## src/rtl/eyeriss_glb_pkg.sv

```systemverilog
// -----------------------------------------------------------------------------
// eyeriss_glb_pkg
// Shared definitions for the global buffer (GLB) banks and the blocks that
// load or drain them.
//   GLB_BANK_DEPTH / GLB_ADDR_BW / GLB_DATA_BW : psum bank geometry
//   drain_state_t                              : psum drain controller states
// -----------------------------------------------------------------------------
package eyeriss_glb_pkg;

  localparam int GLB_BANK_DEPTH = 8192;
  localparam int GLB_ADDR_BW    = 13;
  localparam int GLB_DATA_BW    = 32;

  typedef enum logic [1:0] {
    IDLE  = 2'd0,
    RUN   = 2'd1,
    FLUSH = 2'd2,
    DONE  = 2'd3
  } drain_state_t;

endpackage

```

## src/rtl/glb_psum_drain_if.sv

```systemverilog
// -----------------------------------------------------------------------------
// glb_psum_drain_if
// Valid/ready word stream from the psum drain towards the host/DMA side.
//   data  : stream word
//   valid : word present
//   ready : sink accepts the word this cycle
//   last  : final word of the region
// Modports: master (drain side), slave (sink side).
// -----------------------------------------------------------------------------
interface glb_psum_drain_if #(
  parameter int DATA_BW = eyeriss_glb_pkg::GLB_DATA_BW
);
  logic [DATA_BW-1:0] data;
  logic               valid;
  logic               ready;
  logic               last;

  modport master (output data, output valid, output last, input ready);
  modport slave  (input data, input valid, input last, output ready);
endinterface

```

## src/rtl/glb_psum_drain_fifo2.sv

```systemverilog
// -----------------------------------------------------------------------------
// drain_fifo2
// Two-entry synchronous FIFO that buffers psum words between the bank read
// port and the output stream. Entry 0 is always the head, so the head value
// stays put while the sink stalls.
//   i_clk, i_rst : clock, synchronous active-high reset
//   i_push/i_data: write a word (dropped if full and not popping)
//   i_pop        : remove the head (ignored when empty)
//   o_count      : occupancy 0..2
//   o_head       : current head word
// -----------------------------------------------------------------------------
module drain_fifo2 #(
  parameter int DATA_BW = 32
) (
  input  logic               i_clk,
  input  logic               i_rst,
  input  logic               i_push,
  input  logic [DATA_BW-1:0] i_data,
  input  logic               i_pop,
  output logic [1:0]         o_count,
  output logic [DATA_BW-1:0] o_head
);

  logic [DATA_BW-1:0] r_mem0;
  logic [DATA_BW-1:0] r_mem1;
  logic [1:0]         r_count;
  logic               w_pop;
  logic               w_push;

  assign w_pop  = i_pop && (r_count != 2'd0);
  assign w_push = i_push && ((r_count != 2'd2) || w_pop);

  // NOTE: the two storage words are reset (not just the count) because the
  // head drives a block output that must read 0 straight out of reset.
  // NOTE: state is updated with non-blocking assignments so every branch
  // below sees the pre-edge values of r_mem0/r_mem1/r_count.
  always_ff @(posedge i_clk) begin
    if (i_rst) begin
      r_count <= 2'd0;
      r_mem0  <= '0;
      r_mem1  <= '0;
    end else begin
      case ({w_push, w_pop})
        2'b10: begin
          if (r_count == 2'd0) r_mem0 <= i_data;
          else                 r_mem1 <= i_data;
          r_count <= r_count + 2'd1;
        end
        2'b01: begin
          r_mem0  <= r_mem1;
          r_count <= r_count - 2'd1;
        end
        2'b11: begin
          // Occupancy unchanged: the new word lands behind the surviving one.
          if (r_count == 2'd1) begin
            r_mem0 <= i_data;
          end else begin
            r_mem0 <= r_mem1;
            r_mem1 <= i_data;
          end
        end
        default: ;
      endcase
    end
  end

  assign o_count = r_count;
  assign o_head  = r_mem0;

endmodule

```

## src/rtl/glb_psum_drain.sv

```systemverilog
// -----------------------------------------------------------------------------
// glb_psum_drain
// Drains a contiguous psum region out of the GLB psum bank after the core is
// done and streams it out over a valid/ready interface. The block drives the
// bank port only while o_busy is high; otherwise the core owns it.
//   i_clk, i_rst        : clock, synchronous active-high reset (aborts a drain)
//   i_start             : 1-cycle start pulse, honoured only when idle
//   i_base_addr         : first word address (wraps modulo BANK_DEPTH)
//   i_num_elem          : word count (0 = no bank access, just o_done)
//   o_busy / o_done     : drain in progress / 1-cycle completion pulse
//   o_bram_*            : psum bank port (1-cycle read latency)
//   i_bram_rdata        : bank read data
//   io_stream (master)  : data / valid / ready / last output stream
// Build option: define PSUM_DRAIN_CLEAR_EN to write 0 back to every address
// in the cycle after it is read, leaving the region zeroed for the next layer.
// -----------------------------------------------------------------------------
module glb_psum_drain
  import eyeriss_glb_pkg::*;
#(
  parameter int BANK_DEPTH    = GLB_BANK_DEPTH,
  parameter int DATA_BITWIDTH = GLB_DATA_BW,
  parameter int ADDR_BITWIDTH = GLB_ADDR_BW
) (
  input  logic                     i_clk,
  input  logic                     i_rst,
  input  logic                     i_start,
  input  logic [ADDR_BITWIDTH-1:0] i_base_addr,
  input  logic [ADDR_BITWIDTH:0]   i_num_elem,
  output logic                     o_busy,
  output logic                     o_done,
  output logic                     o_bram_en,
  output logic                     o_bram_we,
  output logic [ADDR_BITWIDTH-1:0] o_bram_addr,
  output logic [DATA_BITWIDTH-1:0] o_bram_wdata,
  input  logic [DATA_BITWIDTH-1:0] i_bram_rdata,
  glb_psum_drain_if.master         io_stream
);

  drain_state_t               r_state, w_next;
  logic [ADDR_BITWIDTH-1:0]   r_addr;      // next read address
  logic [ADDR_BITWIDTH:0]     r_num;       // words in this drain
  logic [ADDR_BITWIDTH:0]     r_issued;    // reads issued so far
  logic [ADDR_BITWIDTH:0]     r_popped;    // words handshaked so far
  logic                       r_pending;   // read issued last cycle, data returns now

  logic [ADDR_BITWIDTH-1:0]   w_addr_next;
  logic [1:0]                 w_fifo_count;
  logic [DATA_BITWIDTH-1:0]   w_head;
  logic                       w_valid;
  logic                       w_pop;
  logic                       w_last_hs;
  logic [2:0]                 w_occ;
  logic                       w_room;
  logic                       w_issue;
  logic                       w_clr;
  logic [ADDR_BITWIDTH-1:0]   w_clr_addr;

  assign w_addr_next = (r_addr == ADDR_BITWIDTH'(BANK_DEPTH - 1)) ? '0 : r_addr + 1'b1;

  assign w_valid   = (w_fifo_count != 2'd0);
  assign w_pop     = w_valid && io_stream.ready;
  assign w_last_hs = w_pop && (r_popped == r_num - 1'b1);

  // Words held plus words on their way must stay below 2. A pop in this
  // cycle frees a slot before the new read can land, which is what keeps the
  // stream at one word per cycle while the sink is always ready.
  assign w_occ  = {1'b0, w_fifo_count} + {2'b00, r_pending};
  assign w_room = w_occ < (3'd2 + {2'b00, w_pop});

`ifdef PSUM_DRAIN_CLEAR_EN
  logic                     r_clr;
  logic [ADDR_BITWIDTH-1:0] r_clr_addr;

  // Each read is followed by a zero write to the same address, so reads
  // and clears alternate on the single bank port.
  always_ff @(posedge i_clk) begin
    if (i_rst) begin
      r_clr      <= 1'b0;
      r_clr_addr <= '0;
    end else begin
      r_clr <= w_issue;
      if (w_issue) r_clr_addr <= r_addr;
    end
  end

  assign w_clr      = r_clr;
  assign w_clr_addr = r_clr_addr;
`else
  assign w_clr      = 1'b0;
  assign w_clr_addr = '0;
`endif

  // NOTE: every signal driven here gets its default first, so no path through
  // the case statement can leave one unassigned and infer a latch.
  always_comb begin
    w_next  = r_state;
    w_issue = 1'b0;
    case (r_state)
      IDLE: begin
        if (i_start) w_next = (i_num_elem == '0) ? DONE : RUN;
      end
      RUN: begin
        w_issue = (r_issued != r_num) && !w_clr && w_room;
        if (w_last_hs)                             w_next = DONE;
        else if ((r_issued == r_num) && !w_clr)    w_next = FLUSH;
      end
      FLUSH: begin
        if (w_last_hs) w_next = DONE;
      end
      DONE:    w_next = IDLE;
      default: w_next = IDLE;
    endcase
  end

  always_ff @(posedge i_clk) begin
    if (i_rst) begin
      r_state   <= IDLE;
      r_addr    <= '0;
      r_num     <= '0;
      r_issued  <= '0;
      r_popped  <= '0;
      r_pending <= 1'b0;
    end else begin
      r_state   <= w_next;
      r_pending <= w_issue;
      if ((r_state == IDLE) && i_start) begin
        r_addr   <= i_base_addr;
        r_num    <= i_num_elem;
        r_issued <= '0;
        r_popped <= '0;
      end else begin
        if (w_issue) begin
          r_addr   <= w_addr_next;
          r_issued <= r_issued + 1'b1;
        end
        if (w_pop) r_popped <= r_popped + 1'b1;
      end
    end
  end

  drain_fifo2 #(.DATA_BW(DATA_BITWIDTH)) u_fifo (
    .i_clk   (i_clk),
    .i_rst   (i_rst),
    .i_push  (r_pending),
    .i_data  (i_bram_rdata),
    .i_pop   (w_pop),
    .o_count (w_fifo_count),
    .o_head  (w_head)
  );

  assign o_busy       = (r_state != IDLE);
  assign o_done       = (r_state == DONE);
  assign o_bram_en    = w_issue || w_clr;
  assign o_bram_we    = w_clr;
  assign o_bram_addr  = w_clr ? w_clr_addr : (w_issue ? r_addr : '0);
  assign o_bram_wdata = '0;

  assign io_stream.valid = w_valid;
  assign io_stream.data  = w_head;
  // The head is word number r_popped, so last is stable across stalls.
  assign io_stream.last  = w_valid && (r_popped == r_num - 1'b1);

endmodule
```

## src/flat_wrapper.sv

```systemverilog
// flat-port wrapper written by rule: the top's interface ports become plain ports
module glb_psum_drain_flat import eyeriss_glb_pkg::*;
#(
  parameter int BANK_DEPTH    = GLB_BANK_DEPTH,
  parameter int DATA_BITWIDTH = GLB_DATA_BW,
  parameter int ADDR_BITWIDTH = GLB_ADDR_BW
)
  (i_clk, i_rst, i_start, i_base_addr, i_num_elem, o_busy, o_done, o_bram_en, o_bram_we, o_bram_addr, o_bram_wdata, i_bram_rdata, io_stream_data, io_stream_valid, io_stream_last, io_stream_ready);
  glb_psum_drain_if io_stream_i ();
  input  logic i_clk;
  input  logic i_rst;
  input  logic i_start;
  input  logic [ADDR_BITWIDTH-1:0] i_base_addr;
  input  logic [ADDR_BITWIDTH:0] i_num_elem;
  output logic o_busy;
  output logic o_done;
  output logic o_bram_en;
  output logic o_bram_we;
  output logic [ADDR_BITWIDTH-1:0] o_bram_addr;
  output logic [DATA_BITWIDTH-1:0] o_bram_wdata;
  input  logic [DATA_BITWIDTH-1:0] i_bram_rdata;
  output wire logic [$bits(io_stream_i.data)-1:0] io_stream_data;
  output wire logic [$bits(io_stream_i.valid)-1:0] io_stream_valid;
  output wire logic [$bits(io_stream_i.last)-1:0] io_stream_last;
  input wire logic [$bits(io_stream_i.ready)-1:0] io_stream_ready;
  assign io_stream_data = io_stream_i.data;
  assign io_stream_valid = io_stream_i.valid;
  assign io_stream_last = io_stream_i.last;
  assign io_stream_i.ready = io_stream_ready;
  glb_psum_drain #(.BANK_DEPTH(BANK_DEPTH), .DATA_BITWIDTH(DATA_BITWIDTH), .ADDR_BITWIDTH(ADDR_BITWIDTH)) u_core (.i_clk(i_clk), .i_rst(i_rst), .i_start(i_start), .i_base_addr(i_base_addr), .i_num_elem(i_num_elem), .o_busy(o_busy), .o_done(o_done), .o_bram_en(o_bram_en), .o_bram_we(o_bram_we), .o_bram_addr(o_bram_addr), .o_bram_wdata(o_bram_wdata), .i_bram_rdata(i_bram_rdata), .io_stream(io_stream_i));
endmodule
```

## config.mk

```make
export PLATFORM = sky130hd
export DESIGN_NAME = glb_psum_drain_flat
export DESIGN_NICKNAME = d
export VERILOG_FILES = /design/src/rtl/eyeriss_glb_pkg.sv /design/src/rtl/glb_psum_drain_if.sv /design/src/rtl/glb_psum_drain_fifo2.sv /design/src/rtl/glb_psum_drain.sv /design/src/flat_wrapper.sv
export SDC_FILE = /design/constraint.sdc
export NUM_CORES = 1
export LEC_CHECK = 0
export ABC_AREA = 1
export CAP_MARGIN = 40
export CORE_ASPECT_RATIO = 1.75
export CORE_UTILIZATION = 25
export DETAILED_ROUTE_END_ITERATION = 12
export GPL_TIMING_DRIVEN = 0
export PLACE_DENSITY = 0.45
export SYNTH_ARGS = -nofsm -noshare
export SYNTH_HDL_FRONTEND = slang
export SYNTH_SLANG_ARGS = --single-unit
```

## constraint.sdc

```tcl
create_clock -name i_clk -period 5.4 [get_ports i_clk]
set_clock_uncertainty 0.2 [all_clocks]
set_input_delay 1.08 -clock i_clk [delete_from_list [all_inputs] [get_ports i_clk]]
set_output_delay 1.08 -clock i_clk [all_outputs]
set_load 0.005 [all_outputs]
```

# Yosys cells after proc, flatten, opt, wreduce, memory -nomap -nowiden
# Cells that the tools add are included.
[totals]
regBits = 124
inputBits = 63
elab_cells = 75
[op_classes]
n_addsub = 8
order_cmp = 1
n_eq_ne = 18
muxes = 18
n_reduce_logical = 21
[ops]
columns = ["op", "n"]
rows = [
  ["$mux 32", 4],
  ["$pmux 32 s3", 1],
  ["$pmux 32 s2", 1],
  ["$mux 13", 4],
  ["$add 14x1->14 const B", 2],
  ["$eq 14x14->1", 2],
  ["$logic_not 14->1", 1],
  ["$ne 14x14->1", 1],
  ["$sub 14x1->14 const B", 1],
  ["$add 13x1->13 const B", 1],
  ["$eq 13x13->1 const B", 1],
  ["$mux 2", 5],
  ["$ne 2x2->1 const B", 5],
  ["$reduce_bool 2->1", 5],
  ["$eq 2x2->1 const B", 4],
  ["$pmux 2 s4", 1],
  ["$logic_and 1x1->1", 7],
  ["$eq 2x1->1 const B", 3],
  ["$reduce_and 3->1", 2],
  ["$logic_not 2->1", 2],
  ["$pmux 2 s2", 1],
  ["$add 2x1->3", 1],
  ["$add 2x1->3 const A", 1],
  ["$lt 3x3->1", 1],
  ["other kinds (9)", 9],
]

# Depth between registers and ports, before layout
# Gate-level depths: netlist of the first run.
[depth]
word_depth = 8
depth_mapped = 16

# Modules after synthesis
# From an unflattened synthesis of the first run, not the netlist that was laid out.
[hier_totals]
hier_cells = 1123
hier_area_um2 = 7300.8
[modules_own_cells]
columns = ["mod", "n_inst", "cells_each", "area_per_inst_um2", "seq_area_each_um2"]
rows = [
  ["glb_psum_drain", 1, 642, 4092.7, 1161.1],
  ["drain_fifo2", 1, 481, 3208.1, 1321.3],
]

# Worst setup path after synthesis of the first run
# OpenSTA, ideal clock, no wires.
[synth_timing]
path_type = "input to output"
start = "in io_stream_ready"
end = "out o_bram_addr[10]"
arrival_time_ns = 1.957
path_slack_ns = 2.163
stages = 7
n_path_buf = 1
path_cell_list = "nand2_2 > o21ai_1 > inv_1 > nor2_1 > nand3_4 > buf_1 > nor2_1"
[synth_between]
elab_chain_cells = 6
[synth_lines]
columns = ["item", "line_no", "source"]
rows = [
  ["from (decl)", "flat_wrapper.sv:25", "input wire logic [$bits(io_stream_i.ready)-1:0] io_stream_ready;"],
  ["$logic_and 1x1->1", "glb_psum_drain.sv:61", "assign w_pop = w_valid && io_stream.ready;"],
  ["$add 2x1->3", "glb_psum_drain.sv:68", "assign w_room = w_occ < (3'd2 + {2'b00, w_pop});"],
  ["$lt 3x3->1", "glb_psum_drain.sv:68", ""],
  ["$logic_and 1x1->1", "glb_psum_drain.sv:103", "w_issue = (r_issued != r_num) && !w_clr && w_room;"],
  ["$mux 1", "glb_psum_drain.sv:98", "case (r_state)"],
  ["$mux 13", "glb_psum_drain.sv:155", "assign o_bram_addr = w_clr ? w_clr_addr : (w_issue ? r_addr : '0);"],
  ["to (decl)", "flat_wrapper.sv:19", "output logic [ADDR_BITWIDTH-1:0] o_bram_addr;"],
]
# Every way passes these cells.

# Worst setup path after layout of the first run
[layout_timing]
start = "in io_stream_ready"
end = "out o_bram_addr[0]"
# The elaborated chain is that of the path after synthesis.

==> results of run 1 <==
## tightest hold or removal path, stage by stage (launching register included)
cell and delay [ns]:
sky130_fd_sc_hd__dfxtp_1 0.31, sky130_fd_sc_hd__nand2_1 0.06, sky130_fd_sc_hd__a31oi_1 0.06
## flip-flops by register name (all words and copies together) (netlist names)
signal and cells:
u_core.u_fifo.o_head 32, u_core.u_fifo.r_mem1 32, u_core.r_issued 14, u_core.r_num 14, u_core.r_popped 14, u_core.r_addr 13
u_core.r_state 2, u_core.u_fifo.o_count 2, u_core.r_pending 1
## cell type report
type                       instances  share of cell area
buffer                            70              0.0473
tap                              320              0.0454
clock buffer                      17              0.0482
clock inverter                    15              0.0241
inverter                          77              0.0329
multi-input combinational        670               0.395
timing repair buffer             111               0.126
sequential                       124               0.281
## cell usage in the layout (no fill, tap or decap), types with 5 or more instances in the layout
cell,instances
sky130_fd_sc_hd__conb_1,33
sky130_fd_sc_hd__o21ai_0,101
sky130_fd_sc_hd__nor3b_1,5
sky130_fd_sc_hd__nand2_2,8
sky130_fd_sc_hd__inv_1,71
sky130_fd_sc_hd__nand3_1,32
sky130_fd_sc_hd__a21oi_1,74
sky130_fd_sc_hd__mux2i_1,27
sky130_fd_sc_hd__buf_2,9
sky130_fd_sc_hd__ha_1,14
sky130_fd_sc_hd__clkbuf_1,20
sky130_fd_sc_hd__nand4_1,14
sky130_fd_sc_hd__dfxtp_1,124
sky130_fd_sc_hd__nor2_2,6
sky130_fd_sc_hd__clkdlybuf4s50_1,111
sky130_fd_sc_hd__nor3_2,5
sky130_fd_sc_hd__xor2_1,11
sky130_fd_sc_hd__nor3_1,6
sky130_fd_sc_hd__nand2_1,144
sky130_fd_sc_hd__buf_4,34
sky130_fd_sc_hd__nor2_1,132
sky130_fd_sc_hd__xnor2_1,20
sky130_fd_sc_hd__clkbuf_16,17
sky130_fd_sc_hd__a31oi_1,10
## cell usage after synthesis (2+ instances only)
library cell,number
sky130_fd_sc_hd__or2_1,2
sky130_fd_sc_hd__nand4_1,14
sky130_fd_sc_hd__and2_1,2
sky130_fd_sc_hd__dfxtp_1,124
sky130_fd_sc_hd__inv_1,71
sky130_fd_sc_hd__nand3_2,2
sky130_fd_sc_hd__a21oi_1,74
sky130_fd_sc_hd__mux2i_1,27
sky130_fd_sc_hd__nor3_1,6
sky130_fd_sc_hd__a31oi_1,10
sky130_fd_sc_hd__o21ai_1,4
sky130_fd_sc_hd__nor2_2,6
sky130_fd_sc_hd__or2_2,2
sky130_fd_sc_hd__nor3_2,5
sky130_fd_sc_hd__nand2_2,8
sky130_fd_sc_hd__nand3b_1,2
sky130_fd_sc_hd__buf_4,34
sky130_fd_sc_hd__buf_6,2
sky130_fd_sc_hd__nor3b_1,5
sky130_fd_sc_hd__nand3_1,32
sky130_fd_sc_hd__inv_2,4
sky130_fd_sc_hd__o21ai_0,101
sky130_fd_sc_hd__xnor2_1,20
sky130_fd_sc_hd__xor2_1,11
sky130_fd_sc_hd__clkbuf_1,20
sky130_fd_sc_hd__nand2_1,144
sky130_fd_sc_hd__nor4_1,4
sky130_fd_sc_hd__buf_2,9
sky130_fd_sc_hd__ha_1,14
sky130_fd_sc_hd__nor2_1,132
sky130_fd_sc_hd__buf_1,4
## per-layer routing
layer / vias to the layer above / track usage
met5: - / 0
met2: 147 / 0.311
met1: 2882 / 0.153
met3: 34 / 0.0390
met4: 0 / 0.0723
li1: 3244 / -
## power by group through the flow
stage	registers, mW	logic (mW)	clock network [mW]
detailed placement	1.43	1.78	0
global route	1.45	1.98	1.33
global placement	1.42	1.77	0
floorplan	1.39	1.06	0
CTS	1.41	1.78	1.29
finish	1.41	1.74	1.26
## per-stage QoR
stage	hold WS [ns]	worst slack, ns	util	instance area, um^2
6_report	0.275	0.727	0.341	8830
3_3_place_gp	0.263	0.676	0.317	8190
3_5_place_dp	0.268	0.706	0.317	8190
4_1_cts	0.277	0.695	0.341	8830
5_1_grt	0.300	0.587	0.341	8830
2_1_floorplan	0.253	2.16	-	6680
## path summary, 6_finish.rpt
kind | endpoint | depth (start not counted) | startpoint
worst min-delay path | u_core.r_addr[10] | 2 | u_core.r_addr[10]
worst max-delay path | o_bram_addr[0] | 9 | io_stream_ready
worst max register to register | u_core.r_popped[8] | 8 | u_core.r_state[0]
worst min register to register | u_core.r_addr[10] | 2 | u_core.r_addr[10]
## kinds of logic after synthesis
logic type / Yosys count / synth area share
DFF: 124 / 0.379
adders and majority gates: 14 / 0.0267
xor gates and xnor gates: 31 / 0.0414
AOI/OAI and AO/OA: 193 / 0.152
other: 1 / 0.000572
muxes: 27 / 0.0412
buffers and inverters: 147 / 0.108
and+or+nand+nor: 372 / 0.252
==> results.cfg, run 1 <==
[floorplan]
starting_utilization_of_the_core_area = 0.254
die_w_um = 124
rows = 78
floorplan.die.height_um = 216
coreArea_um2 = 25900
boundaryPins = 146
fp.dieArea_um2 = 26900

[logic_synthesis]
ys_types = 45
synth_async_sr_flop_share = 0
synthDominantAreaCellType = sky130_fd_sc_hd__dfxtp_1
ys_seq_elements = 124
synth_top_cells_by_area = sky130_fd_sc_hd__dfxtp_1, sky130_fd_sc_hd__nand2_1, sky130_fd_sc_hd__o21ai_0
ys_warn_count = 0
synth_largest_type_area_fraction = 0.379
number_of_enable_type_register_cells_in_the_synthesized_netlist = 0
synth_seq_area_share = 0.379
syn_area_um2 = 6560
post_synth_inst_count = 909
ys_dominant_reg_cell = sky130_fd_sc_hd__dfxtp_1
postSynthAreaPerCell_um2 = 7.21

[setup_path]
worst-path-buf-inv = 4
cp_max_stage_delay_ns = 0.59
crit_fanout = 10
regToRegSetupSlack_ns = 2.59
timing.critical_path.cells = clkdlybuf4s50_1, nand2_2, o21ai_1, inv_1, nor2_1, nand3_4, buf_2, nor2_1, clkdlybuf4s50_1
timing_worst_setup_path_type = in2out
worstSetupEndpointType = output pin
worst_path_max_delay_cell = sky130_fd_sc_hd__clkdlybuf4s50_1
path_delay_family = buffers and inverters
worst-endpoint-arrival_ns = 3.39
start_kind = primary input
worstPathRequired_ns = 4.12

[drt]
wl_met1_mm = 7.74
wl_per_cell_um = 14.9
detail_route.vias_per_cell = 4.49
router_iterations_before_antenna_repair = 4
detailedRoute.firstIterationViolations = 223
top_layer = met4
wl_met2_mm = 11.6
post-route-drc-count = 0
detailroute.wirelength.met3_um = 948
route.vias.total = 6307
route.final.wire_length_mm = 20.9
ant_nets = 0

[layout]
design.final.nets = 1148
fillers = 2784
diodes_inserted = 0
seqCellArea_um2 = 2480
syn_to_final_growth_pct = 34.6
layout-drive-gt1-share = 0.102
multiInputGateArea_um2 = 3490
stdcell_count = 1404

[cts]
setup_buffers_after_cts = 0
tritoncts = yes
clockRootBuffer = sky130_fd_sc_hd__clkbuf_16
clock_latency_ns = 0.42
holdBufCountCts = 0
clock-sinks = 124
post_cts.resized_instances = 0
clock_slew_at_reported_path_ffs_ns = 0.06
numCtsBuffers = 17
htree_num_levels = 4
cts-root-to-sink-buffers = 2

[sta]
tightestPinTransition_ns = 0.731
maxSlewHeadroom = 0.513
period_minus_slack_ns = 4.67
maxClockFrequency_mhz = 214
grt_setup_unrepaired = no
setup_tns_ns = 0
hold_viol_final = 0
timing.final.setup_violations = 0
post-route-period-util = 0.865
slew_viol_final = 0

[power]
cellLeakagePower_nw = 3.70
p_comb_frac = 0.395
vdd.ir_drop.worst_mv = 0.364
p_per_area_nw_per_um2 = 500
power_report.internal_total_mw = 2.74
power.switching_fraction = 0.378
power.share.sequential = 0.320
total_power_mw = 4.41
p_switching_mw = 1.67
pwr-share-clk = 0.286

[outcome]
run_status = complete, no violations

[global_route]
number_of_global_route_vias_before_repair = 6292
grt_pass1_wl_mm = 33.1
global_route.overflow_total = 0
global_route.usage.total = 0.159
grt_antenna_before_repair = 0
grt_max_degree = 17

[placement]
dp.final_hpwl_mm = 16.3
placed_cells_incl_taps = 1372
port_buffers = 111
gp_congestion = 0.795

[min_path]
worstHoldPathType = reg2reg

[run]
drv_cap = 0
(Power assumes the default switching activity.)
==> run 2: changes to the inputs <==
- CORE_MARGIN: not set -> 8
- clock period: 5.4 -> 5.3 ns (I/O delays scaled with it)
==> results.cfg, run 2 (synthesized netlist as in run 1, its figures left out) <==
[outcome]
run_status = complete, no violations

[global_route]
number_of_global_route_vias_before_repair = 6457
grt_max_degree = 17
grt_antenna_before_repair = 0
global_route.overflow_total = 0
grt_pass1_wl_mm = 34.4
global_route.usage.total = 0.137

[min_path]
worstHoldPathType = reg2reg
worstHoldPathCells = 2
min-delay-start = u_core.r_addr[10]
hold_path_end = u_core.r_addr[10]

[cts]
clock-sinks = 124
clockRootBuffer = sky130_fd_sc_hd__clkbuf_16
holdBufCountCts = 0
clock_slew_at_reported_path_ffs_ns = 0.05
htree_num_levels = 4
numCtsBuffers = 17
tritoncts = yes
post_cts.resized_instances = 0
setup_buffers_after_cts = 0
cts-root-to-sink-buffers = 2
clock_latency_ns = 0.42

[sta]
post-route-period-util = 0.868
grt_setup_unrepaired = no
maxSlewHeadroom = 0.524
timing.final.setup_violations = 0
maxClockFrequency_mhz = 217
hold_viol_final = 0
slew_viol_final = 0
period_minus_slack_ns = 4.60
setup_tns_ns = 0
tightestPinTransition_ns = 0.714

[floorplan]
die_w_um = 138
fp.dieArea_um2 = 31900
starting_utilization_of_the_core_area = 0.254
floorplan.die.height_um = 230
rows = 78
coreArea_um2 = 25900
boundaryPins = 146

[drt]
post-route-drc-count = 0
wl_per_cell_um = 15.6
detail_route.vias_per_cell = 4.44
route.vias.total = 6237
route.final.wire_length_mm = 21.9
detailedRoute.firstIterationViolations = 252
router_iterations_before_antenna_repair = 4
ant_nets = 0

[layout]
syn_to_final_growth_pct = 34.0
diodes_inserted = 0
stdcell_count = 1404
layout-drive-gt1-share = 0.102
commonest_cells_after_routing_fill_and_taps_aside = sky130_fd_sc_hd__nand2_1, sky130_fd_sc_hd__nor2_1, sky130_fd_sc_hd__dfxtp_1
seqCellArea_um2 = 2480
post-route-util = 0.340
multiInputGateArea_um2 = 3490
fillers = 2814
mostFrequentLayoutCell = sky130_fd_sc_hd__nand2_1
design.final.nets = 1148

[power]
p_per_area_nw_per_um2 = 501
vdd.ir_drop.worst_mv = 0.317
total_power_mw = 4.40
cellLeakagePower_nw = 3.68

[setup_path]
start_kind = primary input
crit_fanout = 10
worst-endpoint-arrival_ns = 3.34
regToRegSetupSlack_ns = 2.57
worst-r2r-cell-count = 8
worstSetupEndpointType = output pin
startpoint_of_the_most_critical_register_to_register_path = u_core.r_state[0]
endpoint_of_the_worst_slack_reg_to_reg_timing_path = u_core.r_popped[10]
timing_worst_setup_path_type = in2out
worstPathRequired_ns = 4.04

[placement]
dp.final_hpwl_mm = 17.4
placed_cells_incl_taps = 1372
port_buffers = 111
gp_congestion = 0.789

[run]
drv_cap = 0
[run 2: stage by stage]
| step | cell area [um^2] | hold WS, ns | setup slack, ns |
|---|---|---|---|
| global placement | 8190 | 0.263 | 0.656 |
| floorplan | 6680 | 0.253 | 2.10 |
| CTS | 8780 | 0.280 | 0.642 |
| global route | 8780 | 0.297 | 0.496 |
| detailed placement | 8190 | 0.270 | 0.654 |
| finish | 8780 | 0.278 | 0.698 |
[run 2: per-layer routing]
metal	track usage	vias to the layer above	routed length (um)
li1	-	3238	-
met5	0	-	0
met1	0.126	2811	8090
met3	0.0446	35	1330
met2	0.263	153	11800
met4	0.0679	0	675
[run 2: power by group]
| group | internal (mW) | leakage [nW] | switching, mW |
|---|---|---|---|
| Combinational | 0.755 | 2.39 | 1.04 |
| Clock | 0.718 | 0.278 | 0.458 |
| Sequential | 1.24 | 1.01 | 0.193 |
| Total | 2.72 | 3.68 | 1.69 |
[run 2: final cells by class]
| cell class | count | area share |
|---|---|---|
| Sequential cell | 124 | 0.283 |
| Clock buffer | 19 | 0.0516 |
| Timing Repair Buffer | 111 | 0.126 |
| Buffer | 70 | 0.0476 |
| Inverter | 77 | 0.0330 |
| Multi-Input combinational cell | 670 | 0.397 |
| Clock inverter | 13 | 0.0162 |
| Tap cell | 320 | 0.0456 |
[run 2: how the worst max path moves through the flow]
stage | start | slack [ns] | to | cells after the start
global route | io_stream_ready | 0.50 | o_bram_addr[0] | 9
detailed placement | io_stream_ready | 0.65 | o_bram_addr[0] | 9
global placement | io_stream_ready | 0.66 | o_bram_addr[0] | 9
floorplan | io_stream_ready | 2.10 | o_bram_addr[10] | 7
finish | io_stream_ready | 0.70 | o_bram_addr[0] | 9
CTS | io_stream_ready | 0.64 | o_bram_addr[0] | 9
[run 2: critical path, cell delays in order]
cell and delay [ns]:
sky130_fd_sc_hd__clkdlybuf4s50_1 0.59, sky130_fd_sc_hd__nand2_2 0.16, sky130_fd_sc_hd__o21ai_1 0.15, sky130_fd_sc_hd__inv_1 0.05, sky130_fd_sc_hd__nor2_1 0.18, sky130_fd_sc_hd__nand3_4 0.19
sky130_fd_sc_hd__buf_2 0.25, sky130_fd_sc_hd__nor2_1 0.16, sky130_fd_sc_hd__clkdlybuf4s50_1 0.53
